### src/rtl/quad_decoder_counter_if.sv
// Encoder and counter signal bundle for quad_decoder_counter.
//   master: drives the encoder phases (qa, qb), load/data and clr_err;
//           observes count, dir, step, err and err_sticky.
//   slave:  the decoder/counter side, the mirror of master.
interface quad_decoder_counter_if #(
    parameter int unsigned WIDTH = 16
);
    logic             qa;
    logic             qb;
    logic             load;
    logic [WIDTH-1:0] data;
    logic             clr_err;
    logic [WIDTH-1:0] count;
    logic             dir;
    logic             step;
    logic             err;
    logic             err_sticky;

    modport master (
        output qa, qb, load, data, clr_err,
        input  count, dir, step, err, err_sticky
    );

    modport slave (
        input  qa, qb, load, data, clr_err,
        output count, dir, step, err, err_sticky
    );
endinterface

### src/rtl/quad_decoder_counter.sv
// Quadrature (A/B) decoder with 4x decoding driving a loadable up/down position counter.
// Ports:
//   clk  - system clock, all state on posedge
//   rst  - asynchronous active-low reset
//   bus  - slave side of quad_decoder_counter_if:
//          qa, qb      encoder phases (asynchronous to clk)
//          load, data  synchronous load of the position counter
//          clr_err     synchronous clear of err_sticky
//          count       current position (modulo 2^WIDTH)
//          dir         direction of last legal step (1 = up)
//          step        one-cycle pulse per legal step
//          err         one-cycle pulse per illegal (double-bit) transition
//          err_sticky  latched error flag
module quad_decoder_counter #(
    parameter int unsigned WIDTH       = 16,
    parameter int unsigned SYNC_STAGES = 2
) (
    input logic                  clk,
    input logic                  rst,
    quad_decoder_counter_if.slave bus
);

    localparam int unsigned PrimeW = $clog2(SYNC_STAGES + 1);
    localparam logic [PrimeW-1:0] PrimeLast = PrimeW'(SYNC_STAGES);

    logic [SYNC_STAGES-1:0] sync_a_q;
    logic [SYNC_STAGES-1:0] sync_b_q;
    logic [1:0]             ab_s;
    logic [1:0]             prev_ab_q;
    logic [1:0]             ab_diff;
    logic [PrimeW-1:0]      prime_cnt_q;
    logic                   primed_q;

    logic [WIDTH-1:0] count_q, count_d;
    logic             dir_q, dir_d;
    logic             step_q;
    logic             err_q;
    logic             err_sticky_q, err_sticky_d;

    logic step_ev;
    logic err_ev;
    logic up_ev;

    assign ab_s    = {sync_a_q[SYNC_STAGES-1], sync_b_q[SYNC_STAGES-1]};
    assign ab_diff = prev_ab_q ^ ab_s;

    // Gray-code decode: a single-bit change is a step, a double-bit change is an error.
    // For a single-bit change, old A xor new B is 1 exactly on the forward sequence.
    always_comb begin
        step_ev = primed_q && ((ab_diff == 2'b01) || (ab_diff == 2'b10));
        err_ev  = primed_q && (ab_diff == 2'b11);
        up_ev   = prev_ab_q[1] ^ ab_s[0];
    end

    always_comb begin
        count_d = count_q;
        dir_d   = dir_q;
        if (step_ev) begin
            dir_d   = up_ev;
            count_d = up_ev ? count_q + WIDTH'(1) : count_q - WIDTH'(1);
        end
        // Load wins over a same-cycle step; dir still follows the step.
        if (bus.load) begin
            count_d = bus.data;
        end

        err_sticky_d = err_sticky_q;
        if (bus.clr_err) begin
            err_sticky_d = 1'b0;
        end
        // Set wins whether clr_err coincides with detection or with the visible err pulse.
        if (err_ev || err_q) begin
            err_sticky_d = 1'b1;
        end
    end

    always_ff @(posedge clk or negedge rst) begin
        if (!rst) begin
            sync_a_q     <= '0;
            sync_b_q     <= '0;
            prev_ab_q    <= 2'b00;
            prime_cnt_q  <= '0;
            primed_q     <= 1'b0;
            count_q      <= '0;
            dir_q        <= 1'b0;
            step_q       <= 1'b0;
            err_q        <= 1'b0;
            err_sticky_q <= 1'b0;
        end else begin
            sync_a_q  <= {sync_a_q[SYNC_STAGES-2:0], bus.qa};
            sync_b_q  <= {sync_b_q[SYNC_STAGES-2:0], bus.qb};
            prev_ab_q <= ab_s;
            // Hold off decoding until prev_ab reflects the levels present at reset release.
            if (!primed_q) begin
                if (prime_cnt_q == PrimeLast) begin
                    primed_q <= 1'b1;
                end else begin
                    prime_cnt_q <= prime_cnt_q + PrimeW'(1);
                end
            end
            count_q      <= count_d;
            dir_q        <= dir_d;
            step_q       <= step_ev;
            err_q        <= err_ev;
            err_sticky_q <= err_sticky_d;
        end
    end

    assign bus.count      = count_q;
    assign bus.dir        = dir_q;
    assign bus.step       = step_q;
    assign bus.err        = err_q;
    assign bus.err_sticky = err_sticky_q;

endmodule

### src/flat_wrapper.sv
// flat-port wrapper written by rule: the top's interface ports become plain ports
module quad_decoder_counter_flat 
#(
    parameter int unsigned WIDTH       = 16,
    parameter int unsigned SYNC_STAGES = 2
)
  (clk, rst, bus_qa, bus_qb, bus_load, bus_data, bus_clr_err, bus_count, bus_dir, bus_step, bus_err, bus_err_sticky);
  quad_decoder_counter_if #(.WIDTH(WIDTH)) bus_i ();
  input logic clk;
  input logic rst;
  input wire logic [$bits(bus_i.qa)-1:0] bus_qa;
  input wire logic [$bits(bus_i.qb)-1:0] bus_qb;
  input wire logic [$bits(bus_i.load)-1:0] bus_load;
  input wire logic [$bits(bus_i.data)-1:0] bus_data;
  input wire logic [$bits(bus_i.clr_err)-1:0] bus_clr_err;
  output wire logic [$bits(bus_i.count)-1:0] bus_count;
  output wire logic [$bits(bus_i.dir)-1:0] bus_dir;
  output wire logic [$bits(bus_i.step)-1:0] bus_step;
  output wire logic [$bits(bus_i.err)-1:0] bus_err;
  output wire logic [$bits(bus_i.err_sticky)-1:0] bus_err_sticky;
  assign bus_i.qa = bus_qa;
  assign bus_i.qb = bus_qb;
  assign bus_i.load = bus_load;
  assign bus_i.data = bus_data;
  assign bus_i.clr_err = bus_clr_err;
  assign bus_count = bus_i.count;
  assign bus_dir = bus_i.dir;
  assign bus_step = bus_i.step;
  assign bus_err = bus_i.err;
  assign bus_err_sticky = bus_i.err_sticky;
  quad_decoder_counter #(.WIDTH(WIDTH), .SYNC_STAGES(SYNC_STAGES)) u_core (.clk(clk), .rst(rst), .bus(bus_i));
endmodule
### config.mk
export PLATFORM = sky130hd
export DESIGN_NAME = quad_decoder_counter_flat
export DESIGN_NICKNAME = d
export VERILOG_FILES = /design/src/rtl/quad_decoder_counter_if.sv /design/src/rtl/quad_decoder_counter.sv /design/src/flat_wrapper.sv
export SDC_FILE = /design/constraint.sdc
export NUM_CORES = 1
export LEC_CHECK = 0
export BUFFER_PORTS_ARGS = -buffer_cell sky130_fd_sc_hd__buf_4
export CAP_MARGIN = 30
export CORE_MARGIN = 5
export CORE_UTILIZATION = 27
export CTS_BUF_LIST = sky130_fd_sc_hd__clkbuf_4 sky130_fd_sc_hd__clkbuf_8 sky130_fd_sc_hd__clkbuf_16
export DETAILED_ROUTE_END_ITERATION = 12
export GPL_TIMING_DRIVEN = 0
export PLACE_DENSITY_LB_ADDON = 0.3
export RECOVER_POWER = 50
export REMOVE_ABC_BUFFERS = 1
export SLEW_MARGIN = 20
export SYNTH_ARGS = -nofsm -noshare
export SYNTH_HDL_FRONTEND = slang
export SYNTH_SLANG_ARGS = --single-unit
### constraint.sdc
create_clock -name clk -period 3.4 [get_ports clk]
set_clock_uncertainty 0.2 [all_clocks]
set_input_delay 0.17 -clock clk [delete_from_list [all_inputs] [get_ports clk]]
set_output_delay 0.17 -clock clk [all_outputs]
set_load 0.05 [all_outputs]
; Yosys cells after proc, flatten, opt, wreduce, memory -nomap -nowiden
; Cells that the tools add are included.
; Widths: inputs -> output; s select.
[totals]
regBits = 29
latch_bits = 0
mem_bits_rw = 0
romBits = 0
inputBits = 22
output_inout_bits = 20
elab_cells = 35
n_memories = 0
[op_classes]
addsub = 3
multipliers = 0
div_mod_pow = 0
n_lt_le_gt_ge = 0
n_eq_ne = 4
shift = 0
mux = 7
bitwise_logic = 4
reduce_logical = 7
[op_table]
columns = cell, n
row1 = $mux 16, 3
row2 = $add 16x1->16 const B, 1
row3 = $sub 16x1->16 const B, 1
row4 = $eq 2x2->1 const B, 3
row5 = $mux 1, 4
row6 = $reduce_bool 2->1, 2
row7 = $add 2x1->2 const B, 1
row8 = $eq 2x1->1 const B, 1
row9 = $logic_and 1x1->1, 2
row10 = $logic_or 1x1->1, 2
row11 = $not 1->1, 2
row12 = $reduce_and 2->1, 1
row13 = $xor 2x2->2, 1
row14 = $xor 1x1->1, 1

; Longest topological paths before layout
[logic_depth]
ltp_word = 6
depth_mapped = 11
mapped_depth_nobuf = 8

; Worst setup path before layout
; OpenSTA, ideal clock, no wires.
[synth_timing]
path_kind = reg2reg
startpoint = register u_core.prev_ab_q[1]
endpoint = register u_core.count_q[12] (netlist: u_core.bus.count[12])
setup_time_ns = 0.125
arrival_time_ns = 2.946
required_time_ns = 3.075
slack_ns = 0.129
path_stages_with_launch = 12
path_buffers = 3
period_less_slack_ns = 3.271
cell_sequence = dfrtp_1 xor2_1 clkbuf_1 buf_1 xnor2_1 ha_1 clkbuf_1 or4_4 or3_1 a21oi_2 xor2_1 mux2_2
[synth_via]
elab_chain_len = 5
elab_cells_between_ends = 10
cone_classes = eq/ne (2) / mux (3) / bitwise (2) / reduce/logical (3)
[synth_rtl]
columns = element, line_no
row1 = start: declaration, quad_decoder_counter.sv:29  ; logic [1:0] prev_ab_q;
row2 = start signal: assignment, quad_decoder_counter.sv:92  ; prev_ab_q <= ab_s;
row3 = $xor 2x2->2, quad_decoder_counter.sv:45  ; assign ab_diff = prev_ab_q ^ ab_s;
row4 = $eq 2x1->1 or $eq 2x2->1 (tied branches), quad_decoder_counter.sv:50  ; step_ev = primed_q && ((ab_diff == 2'b01) || (ab_diff == 2'b10));
row5 = $logic_or 1x1->1, quad_decoder_counter.sv:50
row6 = $logic_and 1x1->1, quad_decoder_counter.sv:50
row7 = $reduce_bool 2->1 (no source line), --
row8 = end signal: assignment, quad_decoder_counter.sv:101  ; count_q <= count_d;
row9 = end: declaration, quad_decoder_counter.sv:34  ; logic [WIDTH-1:0] count_q, count_d;
; Several ways; a longest one is shown, not always the timed one. The select of a mux whose other input is x is not followed.
; A chain may end at the register's enable or synchronous reset.

; Worst setup path in the final report
; Same ends and word-level chain as after synthesis.

==> flow_summary.toml <==
[outcome]
outcome = "complete, but fails checks"
failed_checks = "max-capacitance violations, max-slew violations"

[finish]
n_antenna_cell = 0
multi_input_area_um2 = 957
seqCellArea_um2 = 726
syn_to_final_growth_pct = 37.7
drive_gt1_share_pct = 27.1
nFillCells = 662
layout.nets = 264

[cts]
post_cts_buffers = 0
clk_latency_ns = 0.29
cts.root.buffer_cell = "clkbuf_8"
clk_path_buf_depth = 2
clk_pin_slew_ns = 0.08
clock_sinks = 29
cts_buffers = 5
cts_tree = "yes"
cts-htree-levels = 2

[floorplanning]
ioPinCount = 42
coreArea_um2 = 6310
initial_core_util_pct = 27.7
rows = 29
die_area_um2 = 8190
die_y_um = 90.5
fp.dieW_um = 90.5

[synth]
yosys_warnings = 0
synthCells = 186
synth.top_cells.by_count = "dfrtp_1 (29), nand2_1 (14), o21ai_0 (13)"
synth_area_per_cell_um2 = 9.41
synth_edf_count = 0
synth-seq-cells = 29
yosysUniqueCellTypes = 42
synth_top_area_cell = "dfrtp_1"
synth.most_common_cell = "dfrtp_1"
postSynth.asyncResetShare_pct = 100
synth-seq-area-share_pct = 41.5
yosys-top-cells-area = "dfrtp_1 (41%), mux2_2 (5.8%), xor2_1 (5.5%), xnor2_1 (4.5%), o21ai_0 (3.7%)"
synth-main-ff-cell = "dfrtp_1"
synth_top_area_share_pct = 41.5
synth_area_um2 = 1750

[pwr]
total_power_mw = 1.25
cellPowerDensity_nw_per_um2 = 518
p_comb_share_pct = 32.0
p_clk_share_pct = 31.0
p_int_mw = 0.771
switchingPower_mw = 0.477
power_leakage_nw = 0.988
swShare_pct = 38.2
peakVddDrop_uv = 160
seq_power_share_pct = 37.0

[min_path]
min_path_type = "input port to flip-flop"

[setup_path]
r2r_slack_ns = 0.26
path_delay_family = "simple AND/OR/NAND/NOR gates"
critical_path_class = "flip-flop to flip-flop"
endpoint_kind = "flip-flop"
crit_fanout = 21
slowest_stage = "or4_4"
worst-path-buf-inv = 0
crit_chain = "xor2_4, xnor2_1, ha_1, or4_4, or3_1, a21oi_2, xor2_1, mux2_2"
arrival_ns = 3.11
slowest_delay_ns = 0.59
critPathRequiredTime_ns = 3.37
startpoint_type = "flip-flop"

[timing]
final_hold_viol_count = 0
fin_crit_sh_pct = 92.2
fin_crit_ns = 3.14
timing_max_transition_violations_final = 30
timing.fmax_ghz = 0.319
rsz0062_at_grt = "no"
worstMarginPinSlew_ns = 1.63
fin_tns_setup_ns = 0
maxSlewHeadroom_pct = -8.88
setup_viol = 0

[routing]
dr.pass1.iters = 4
drt_iter0_markers = 86
final_antenna_net_count = 0
viasPerCell = 4.91
routedWlPerCell_um = 14.2
drc = 0
vias = 1555
drt-total-wl_mm = 4.49

[placed_design]
place_hpwl_mm = 3.03
io_buffer_count = 41
gp_congestion = 0.823

[global_routing]
gr-usage-all-layers_pct = 11.2
grt_pass1_vias = 1523
grt_pass1_wl_mm = 7.56
grt_start_max_net_pins = 30
antenna_found_initial = 0
grt_overflow = 0

[flow_run]
drv_cap = 1
[placed cells by master (no fill, tap or decap), types with 2 or more instances in the layout]
cell type / n
a21o_1: 2
a21oi_1: 5
and3_1: 4
buf_4: 35
clkbuf_1: 4
clkbuf_4: 2
clkbuf_8: 6
dfrtp_1: 29
dlygate4sd3_1: 20
ha_1: 3
inv_1: 5
mux2_2: 9
mux2i_1: 3
nand2_1: 14
nand3_1: 6
nand4_1: 5
nor2_1: 10
nor3_1: 4
nor4_1: 7
o21ai_0: 13
or2_2: 3
or3_1: 6
or4_1: 4
or4_4: 2
xnor2_1: 9
xor2_1: 10
[power groups by stage]
stage               Combinational (mW)  Clock, mW  Sequential [mW]
floorplan                        0.135          0            0.577
global placement                 0.387          0            0.465
detailed placement               0.390          0            0.467
CTS                              0.409      0.399            0.460
global route                     0.430      0.412            0.473
finish                           0.399      0.387            0.462
[tightest hold or removal path: stages]
cell and delay [ns]:
buf_4 0.20, nand2_1 0.08, o21ai_0 0.06
[kinds of logic (layout without fill, tap and decap cells)]
kind of cell / count (synthesis) / in the layout / share of synthesized area [%]
AOI/OAI and AO/OA: 32 / 32 / 11.8
muxes: 12 / 12 / 7.51
buffers and inverters: 20 / 74 / 4.93
DFF: 29 / 29 / 41.5
xor gates and xnor gates: 20 / 20 / 10.0
adders and majority gates: 3 / 3 / 2.14
and+or+nand+nor: 70 / 70 / 22.2
[cell type report]
| type | count | share of cell area (%) |
|---|---|---|
| multi-input combinational | 137 | 39.7 |
| sequential | 29 | 30.1 |
| timing repair buffer | 61 | 20.4 |
| tap | 77 | 4.00 |
| clock buffer | 6 | 3.43 |
| clock inverter | 2 | 1.56 |
| inverter | 5 | 0.778 |
[worst paths after layout]
path	start	end	cells past startpoint
max	u_core.prev_ab_q[1]	u_core.bus.count[12]	8
min	bus_load	u_core.bus.count[2]	3
max reg2reg	u_core.prev_ab_q[1]	u_core.bus.count[12]	8
min reg2reg	u_core.sync_b_q[0]	u_core.sync_b_q[1]	0
max in group asynchronous	rst	u_core.bus.count[3]	2
min in group asynchronous	rst	u_core.bus.step	2
[metal layers]
layer	vias up	part of all wire, %	track usage [%]
met5	-	0	0
met4	0	1.9	4.09
met3	11	6.2	3.58
met2	42	46	17.8
met1	723	45	14.2
li1	779	-	-
[through the flow]
stage               cell area, µm²  utilization (%)  hold WS [ns]  cells  worst slack, ns
finish                        2410             38.2        0.0715    317            0.264
global route                  2410             38.2         0.109    317            0.114
CTS                           2410             38.2        0.0794    317           0.0698
detailed placement            2090             33.2       -0.0707    289            0.102
global placement              2090             33.1       -0.0759    289           -0.242
floorplan                     1680                -        -0.326    171            0.133
[what timing repair did]
item	4_1_cts	5_1_grt
hold buffers	20	0
setup endpoints to repair	0	1
hold endpoints to repair	48	0
gates resized for setup	0	1
[sequential cells by signal, summed over array words and instances, names as in the netlist, 2 cells and up]
register            flops
u_core.bus.count       16
u_core.prev_ab_q        2
u_core.prime_cnt_q      2
u_core.sync_a_q         2
u_core.sync_b_q         2
No activity file was read; power rests on OpenSTA's default activity.
